### config.mk
export PLATFORM = sky130hd
export DESIGN_NAME = oneshot_multi
export DESIGN_NICKNAME = d
export VERILOG_FILES = /design/src/rtl/oneshot_multi.sv
export SDC_FILE = /design/constraint.sdc
export NUM_CORES = 1
export LEC_CHECK = 0
export CAP_MARGIN = 20
export CORE_MARGIN = 2
export CORE_UTILIZATION = 40
export CTS_CLUSTER_SIZE = 30
export DETAILED_ROUTE_END_ITERATION = 6
export PLACE_DENSITY = 0.64
export SKIP_CTS_REPAIR_TIMING = 1
export SYNTH_ARGS = -nofsm -noshare
export SYNTH_HDL_FRONTEND = slang
export SYNTH_SLANG_ARGS = --single-unit
### constraint.sdc
create_clock -name clk -period 2.2 [get_ports clk]
set_input_delay 0.55 -clock clk [delete_from_list [all_inputs] [get_ports clk]]
set_output_delay 0.55 -clock clk [all_outputs]
set_load 0.02 [all_outputs]
### src/rtl/oneshot_multi.sv
// N-channel synchronous one-shot: synchronised trigger edge -> programmable delay, pulse, hold-off.
// Retrigger is either ignored or restarts the current phase; dropped triggers set a sticky flag.
module oneshot_multi #(
    parameter int NCH         = 4,
    parameter int WIDTH       = 5,
    parameter int SYNC_STAGES = 2
) (
    input  logic                 clk,
    input  logic                 rst_n,
    input  logic [NCH-1:0]       en,
    input  logic [NCH-1:0]       trig_in,
    input  logic [NCH*WIDTH-1:0] pulse_width,
    input  logic [NCH*WIDTH-1:0] pulse_delay,
    input  logic [WIDTH-1:0]     holdoff,
    input  logic                 retrig_mode,
    input  logic [NCH-1:0]       miss_clr,
    output logic [NCH-1:0]       pulse_out,
    output logic [NCH-1:0]       busy,
    output logic [NCH-1:0]       missed
);

    typedef enum logic [1:0] {StIdle, StDelay, StPulse, StHold} state_t;

    localparam logic [WIDTH-1:0] One = WIDTH'(1);

    for (genvar c = 0; c < NCH; c++) begin : g_ch
        logic [SYNC_STAGES-1:0] sync_q;
        logic                   edge_q;
        state_t                 state_q;
        logic [WIDTH-1:0]       cnt_q;
        logic [WIDTH-1:0]       w_q;
        logic                   pulse_q;
        logic                   busy_q;
        logic                   missed_q;
        logic [WIDTH-1:0]       cfg_w;
        logic [WIDTH-1:0]       cfg_d;
        logic                   ev;
        logic                   restart;
        logic                   drop;

        assign cfg_w = pulse_width[c*WIDTH +: WIDTH];
        assign cfg_d = pulse_delay[c*WIDTH +: WIDTH];
        assign ev    = sync_q[SYNC_STAGES-1] & ~edge_q;

        // Restart only re-arms DELAY/PULSE with a usable width; everything else while busy drops.
        assign restart = ev & retrig_mode & (cfg_w != '0) &
                         ((state_q == StDelay) || (state_q == StPulse));
        assign drop    = ev & en[c] & (state_q != StIdle) & ~restart;

        assign pulse_out[c] = pulse_q;
        assign busy[c]      = busy_q;
        assign missed[c]    = missed_q;

        always_ff @(posedge clk or negedge rst_n) begin
            if (!rst_n) begin
                sync_q   <= '0;
                edge_q   <= 1'b0;
                state_q  <= StIdle;
                cnt_q    <= '0;
                w_q      <= '0;
                pulse_q  <= 1'b0;
                busy_q   <= 1'b0;
                missed_q <= 1'b0;
            end else begin
                sync_q <= {sync_q[SYNC_STAGES-2:0], trig_in[c]};
                edge_q <= sync_q[SYNC_STAGES-1];

                // Set has priority over clear.
                if (drop) begin
                    missed_q <= 1'b1;
                end else if (miss_clr[c]) begin
                    missed_q <= 1'b0;
                end

                if (!en[c]) begin
                    state_q <= StIdle;
                    cnt_q   <= '0;
                    pulse_q <= 1'b0;
                    busy_q  <= 1'b0;
                end else begin
                    unique case (state_q)
                        StIdle: begin
                            if (ev && (cfg_w != '0)) begin
                                w_q    <= cfg_w;
                                busy_q <= 1'b1;
                                if (cfg_d == '0) begin
                                    state_q <= StPulse;
                                    cnt_q   <= cfg_w - One;
                                    pulse_q <= 1'b1;
                                end else begin
                                    state_q <= StDelay;
                                    cnt_q   <= cfg_d - One;
                                end
                            end
                        end
                        StDelay: begin
                            if (restart) begin
                                w_q <= cfg_w;
                                if (cfg_d == '0) begin
                                    state_q <= StPulse;
                                    cnt_q   <= cfg_w - One;
                                    pulse_q <= 1'b1;
                                end else begin
                                    cnt_q <= cfg_d - One;
                                end
                            end else if (cnt_q == '0) begin
                                state_q <= StPulse;
                                cnt_q   <= w_q - One;
                                pulse_q <= 1'b1;
                            end else begin
                                cnt_q <= cnt_q - One;
                            end
                        end
                        StPulse: begin
                            if (restart) begin
                                w_q   <= cfg_w;
                                cnt_q <= cfg_w - One;
                            end else if (cnt_q == '0) begin
                                pulse_q <= 1'b0;
                                if (holdoff != '0) begin
                                    state_q <= StHold;
                                    cnt_q   <= holdoff - One;
                                end else begin
                                    state_q <= StIdle;
                                    busy_q  <= 1'b0;
                                end
                            end else begin
                                cnt_q <= cnt_q - One;
                            end
                        end
                        StHold: begin
                            if (cnt_q == '0) begin
                                state_q <= StIdle;
                                busy_q  <= 1'b0;
                            end else begin
                                cnt_q <= cnt_q - One;
                            end
                        end
                    endcase
                end
            end
        end
    end

endmodule

Word level (Yosys, flattened, before mapping)
Index checks and enable logic that the tools add are counted.
{"block": "op_classes", "n_eq_ne": 64, "bitwise_logic": 36, "add_sub_neg": 17, "reduce_logical": 61, "muxes": 151}
{"op": "5-bit 2-to-1 mux", "count": 41}
{"op": "5-bit by 1-bit subtractor with 5-bit output, second input constant", "count": 17}
{"op": "5-bit one-hot mux with 4 select lines", "count": 4}
{"op": "2-bit 2-to-1 mux", "count": 37}
{"op": "3-bit inequality test, second input constant", "count": 20}
{"op": "1-bit 2-to-1 mux", "count": 53}
{"op": "6-bit AND reduction", "count": 8}
{"op": "5-bit logical NOT", "count": 8}
{"op": "5-bit one-hot mux with 2 select lines", "count": 4}
{"op": "4-bit by 1-bit inequality test with 1-bit output, second input constant", "count": 8}
{"op": "4-bit by 3-bit inequality test with 1-bit output, second input constant", "count": 8}
{"op": "2-bit one-hot mux with 4 select lines", "count": 4}
{"op": "1-bit bitwise AND", "count": 28}
{"op": "5-bit nonzero test", "count": 5}
{"op": "1-bit one-hot mux with 3 select lines", "count": 8}
{"op": "2-bit nonzero test", "count": 12}
{"op": "5-bit AND reduction", "count": 4}
{"op": "2-bit equality test, second input constant", "count": 8}
{"op": "4-bit AND reduction", "count": 4}
{"op": "3-bit by 2-bit inequality test with 1-bit output, second input constant", "count": 4}
{"op": "3-bit AND reduction", "count": 4}
{"op": "5-bit by 4-bit inequality test with 1-bit output, second input constant", "count": 2}
{"op": "5-bit inequality test, second input constant", "count": 2}
{"op": "2-bit by 1-bit equality test with 1-bit output, second input constant", "count": 4}
{"op": "7 further kinds", "count": 32}
{"block": "word_totals", "input_bits": 60, "ff_bits": 72, "out_inout_bits": 12, "wordCells": 361}

Logic depth before layout (Yosys ltp)
{"block": "depth", "depth_word": 8, "mapped_depth": 8, "mapped_depth_nobuf": 7}

Least setup slack after synthesis
Ideal clock, no wire load.
{"block": "synth_timing", "path_kind": "in2reg", "startpoint": "input port pulse_width[0]", "endpoint": "register g_ch[0].w_q[2]", "path_buffers": 1, "stages": 8, "setup_time_ps": 125, "required_ps": 2075, "arrival_ps": 2206, "setup_slack_ps": -130, "path_cell_list": "inv_1 ha_1 or4b_1 clkbuf_1 a21boi_1 o21ai_0 nand3b_2 mux2_2"}
{"block": "synth_via", "elab_chain_cells": 5, "word_cells_on_any_way": 7, "classes_between": "eq/ne: 2; bitwise: 2; reduce/logical: 3"}
{"element": "start, declared", "line": "12", "rtl": "input logic [NCH*WIDTH-1:0] pulse_width,"}
{"element": "5-bit nonzero test (*)", "line": "46, 83"}
{"element": "1-bit bitwise AND (2 in series)", "line": "46", "rtl": "assign restart = ev & retrig_mode & (cfg_w != '0) &"}
{"element": "2-bit by 1-bit inequality test with 1-bit output (no source line)"}
{"element": "4-bit AND reduction (no source line) (*)"}
{"element": "end signal, assigned", "line": "84", "rtl": "w_q <= cfg_w;"}
{"element": "end signal, assigned", "line": "98", "rtl": "w_q <= cfg_w;"}
{"element": "end signal, assigned", "line": "116", "rtl": "w_q <= cfg_w;"}
{"element": "end, declared", "line": "31", "rtl": "logic [WIDTH-1:0] w_q;"}
Every way passes the cells marked *; elsewhere a longest branch is shown, timed or not.
A chain may end at the register's enable or synchronous reset.

Final worst setup path
{"block": "layout_timing", "startpoint": "input port pulse_width[2]", "endpoint": "register g_ch[0].state_q[0]"}
{"block": "layout_via", "elab_chain_cells": 6, "word_cells_on_any_way": 12, "classes_between": "eq/ne: 4; mux: 3; bitwise: 2; reduce/logical: 3"}
{"element": "5-bit nonzero test (*)", "line": "46, 83"}
{"element": "1-bit bitwise AND (2 in series)", "line": "46"}
{"element": "2-bit 2-to-1 mux", "line": "97", "rtl": "if (restart) begin"}
{"element": "2-bit one-hot mux with 4 select lines", "line": "81", "rtl": "unique case (state_q)"}
{"element": "2-bit 2-to-1 mux", "line": "75", "rtl": "if (!en[c]) begin"}
{"element": "end signal, assigned", "line": "76", "rtl": "state_q <= StIdle;"}
{"element": "end signal, assigned", "line": "87", "rtl": "state_q <= StPulse;"}
{"element": "end signal, assigned", "line": "100", "rtl": "state_q <= StPulse;"}
{"element": "end, declared", "line": "29", "rtl": "state_t state_q;"}
Marks and branches as above.

==> metrics.csv <==
stage;metric;value;unit
critical_path;Data required, critical path;2460;ps
sta;Final Skew;8.77;ps
critical_path;worst path arrival time;2500;ps
synth;Post-Syn Area;6500;um^2
sta;Fmax;446;MHz
critical_path;slowest stage delay, CP;490;ps
detailed_routing;1st-iter DRT viols;597;
synth;Syn Area/Cell;8.64;um^2
grt;GRT Util Overall;25.3;%
synth;Yosys Warn Count;0;
sta;Tmin final;2240;ps
sta;final-report setup violation count;3;
critical_path;CP dominant cell by count;buf_4;
synth;Seq/Total Area, Yosys;27.7;%
grt;number of global-route vias before repair;6869;
critical_path;crit-path cells;clkdlybuf4s50_1 > nor4b_2 > buf_4 > o21ai_1 > buf_4 > a221oi_2 > a21oi_1 > nor3_1;
cells_and_area;ANT cells;0;
grt;Congestion Overflow GR;0;
clock_tree;CTS tree;built;
power;switching power;5.33;mW
detailed_routing;TritonRoute pass-1 iters;6;
sta;final hold vios;0;
synth;Post-synth EDFFs;0;
synth;syn nets;845;
sta;RSZ-0062 raised after global routing;yes;
grt;antenna violations before repair;0;
critical_path;critical path's slowest cell;clkdlybuf4s50_1;
detailed_routing;DR WL/cell;18.5;um
sta;worst rel slew slack;59.6;%
critical_path;critical path type;input port to flop;
critical_path;depth of the worst register-to-register path;8;
power;Combinational Power Share;68.7;%
synth;most common cell in the netlist;dfrtp_1;
cells_and_area;share of cells above drive strength 1;35.4;%
critical_path;top fanout value on the critical path;4;
floorplanning;die height;131;um
critical_path;CP Capture Type;flop;
power;Power Density;1260;nW/um^2
clock_tree;Clock Tree Root;clkbuf_16;
clock_tree;CTS H-tree depth;3;
cells_and_area;synthesis-to-layout area growth;51.4;%
sta;fin. max-slew vios;0;
sta;Hold WS;115;ps
synth;post-synth cell types;83;
grt;largest net degree at the start of global routing;48;
floorplanning;Site Rows;46;
power;Switching Fraction;43.0;%
status;failing checks;setup timing;
clock_tree;clk_lat worst skew;350;ps
clock_tree;clock-pin slew on the worst setup and hold paths;60;ps
placed_design;dpl cells;1183;
placed_design;pre-CTS WS;-653;ps
power;Peak VDD IR;0.554;mV
power;Int Pwr;7.06;mW
placed_design;GPL Wtd Cong;0.953;
power;cell leakage power;4.47;nW
synth;top-area cell type share of the netlist area;27.7;%
sta;Worst Tran Pin Value;606;ps
sta;total negative setup slack;-52.1;ps
status;status;finished, violations left;
cells_and_area;design area;9840;um^2
clock_tree;clk sinks;72;
detailed_routing;Residual DRC;0;
sta;period utilisation layout;102;%
floorplanning;total core area;15900;um^2
detailed_routing;post-route ant nets;0;
power;Reg power frac;17.7;%
synth;Post-Syn Instances;752;
synth;list of most frequent post-synthesis cells;dfrtp_1, inv_1, nand2_1;
sta;setup ws final;-41.7;ps
floorplanning;Initial Util;40.9;%
placed_design;Post-DP Area;8850;um^2
flow_run;max cap viols;0;
critical_path;crit path launch type;input port;
placed_design;dpl hpwl;17100;um
cells_and_area;final core occ;61.9;%
floorplanning;Die Area;17300;um^2
synth;Most used DFF post-synth;dfrtp_1;
detailed_routing;vias per cell;5.78;
grt;first-pass GRT wire length;35500;um
power;clock power share;13.6;%
synth;Synth async-reset ratio;100;%
synth;#FFs+latches synth;72;
clock_tree;Clock Path Buffers;2;
clock_tree;CTS buffer count;9;
detailed_routing;Vias;7070;
synth;synth top area cells;dfrtp_1, ha_1, inv_1, a21oi_1, mux2i_1;
floorplanning;Die Wd;131;um
placed_design;Port Buffer Count;71;
power;total power;12.4;mW
detailed_routing;final WL;22700;um
cells_and_area;Nets;1095;
cells_and_area;Non-Filler Instances;1223;
synth;area leader, netlist;dfrtp_1;
worst_hold_path;hold crit path type;input port to async pin;
floorplanning;Ports;72;
## metal layers
layer	wire [um]	track usage (%)
met3	1350	3.86
met2	10800	40.9
met5	0	0
met4	619	9.12
met1	9870	34.3
## state kept, by name, indices dropped and copies added (netlist names)
| signal | cells |
|---|---|
| g_ch.cnt_q | 20 |
| g_ch.w_q | 20 |
| g_ch.state_q | 8 |
| g_ch.sync_q | 8 |
| g_ch.busy_q | 4 |
| g_ch.edge_q | 4 |
| g_ch.missed_q | 4 |
| g_ch.pulse_q | 4 |
## cell usage in the layout, fill, tap and decap left out, types with 14 or more instances in the layout
cell type	n
ha_1	20
a31oi_1	15
xor2_1	16
nand3_1	19
buf_4	207
dlymetal6s2s_1	28
mux2i_1	21
clkdlybuf4s50_1	42
nor3_1	31
inv_1	49
dfrtp_1	72
inv_2	14
xnor2_1	21
nor2_1	24
nand2_1	43
nor2b_1	15
a21oi_1	41
o21ai_0	29
nand2b_1	15
## cell type report
cell class / count / area (um^2)
Clock buffer: 12 / 256
Clock inverter: 4 / 76.3
Fill cell: 1411 / 6050
Inverter: 65 / 262
Multi-Input combinational cell: 566 / 4700
Sequential cell: 72 / 1800
Tap cell: 216 / 270
Timing Repair Buffer: 288 / 2470
## power by group through the flow
stage                     sequential, mW  combinational [mW]  clock [mW]
after floorplan                     2.20                4.59           0
after global placement              2.17                7.41           0
after detailed placement            2.19                7.46           0
after CTS                           2.17                7.51        1.72
after global routing                2.26                9.14        1.77
final                               2.19                8.51        1.69
## worst max-delay path, delay by kind of cell
| family | cells | cell delay, ps |
|---|---|---|
| buf+inv | 3 | 850 |
| compound gates | 3 | 550 |
| simple gates | 2 | 540 |
## kinds of logic (layout without fill, tap and decap cells)
group,Yosys count,after routing,synth area share (%)
multiplexers,36,36,5.87
XOR/XNOR,37,37,4.99
adder cells (fa/ha/maj),33,33,6.35
AO/OA/AOI/OAI,244,244,26.9
AND/OR/NAND/NOR,216,216,20.3
buffers and inverters,114,369,7.80
flip-flops,72,72,27.7
## path summary, 6_finish.rpt
check / startpoint / end / slack (ps)
worst max-delay path: pulse_width[2] / g_ch[0].state_q[0]$_DFFE_PN0P_ / -40
worst min-delay path: rst_n / g_ch[0].cnt_q[1]$_DFFE_PN0P_ / 120
worst max register to register: g_ch[1].cnt_q[1]$_DFFE_PN0P_ / g_ch[1].cnt_q[3]$_DFFE_PN0P_ / -10
worst min register to register: g_ch[2].sync_q[0]$_DFF_PN0_ / g_ch[2].sync_q[1]$_DFF_PN0_ / 350
max in group asynchronous: rst_n / g_ch[1].sync_q[0]$_DFF_PN0_ / 1480
min in group clk: g_ch[2].sync_q[0]$_DFF_PN0_ / g_ch[2].sync_q[1]$_DFF_PN0_ / 350
(Power assumes the default switching activity.)
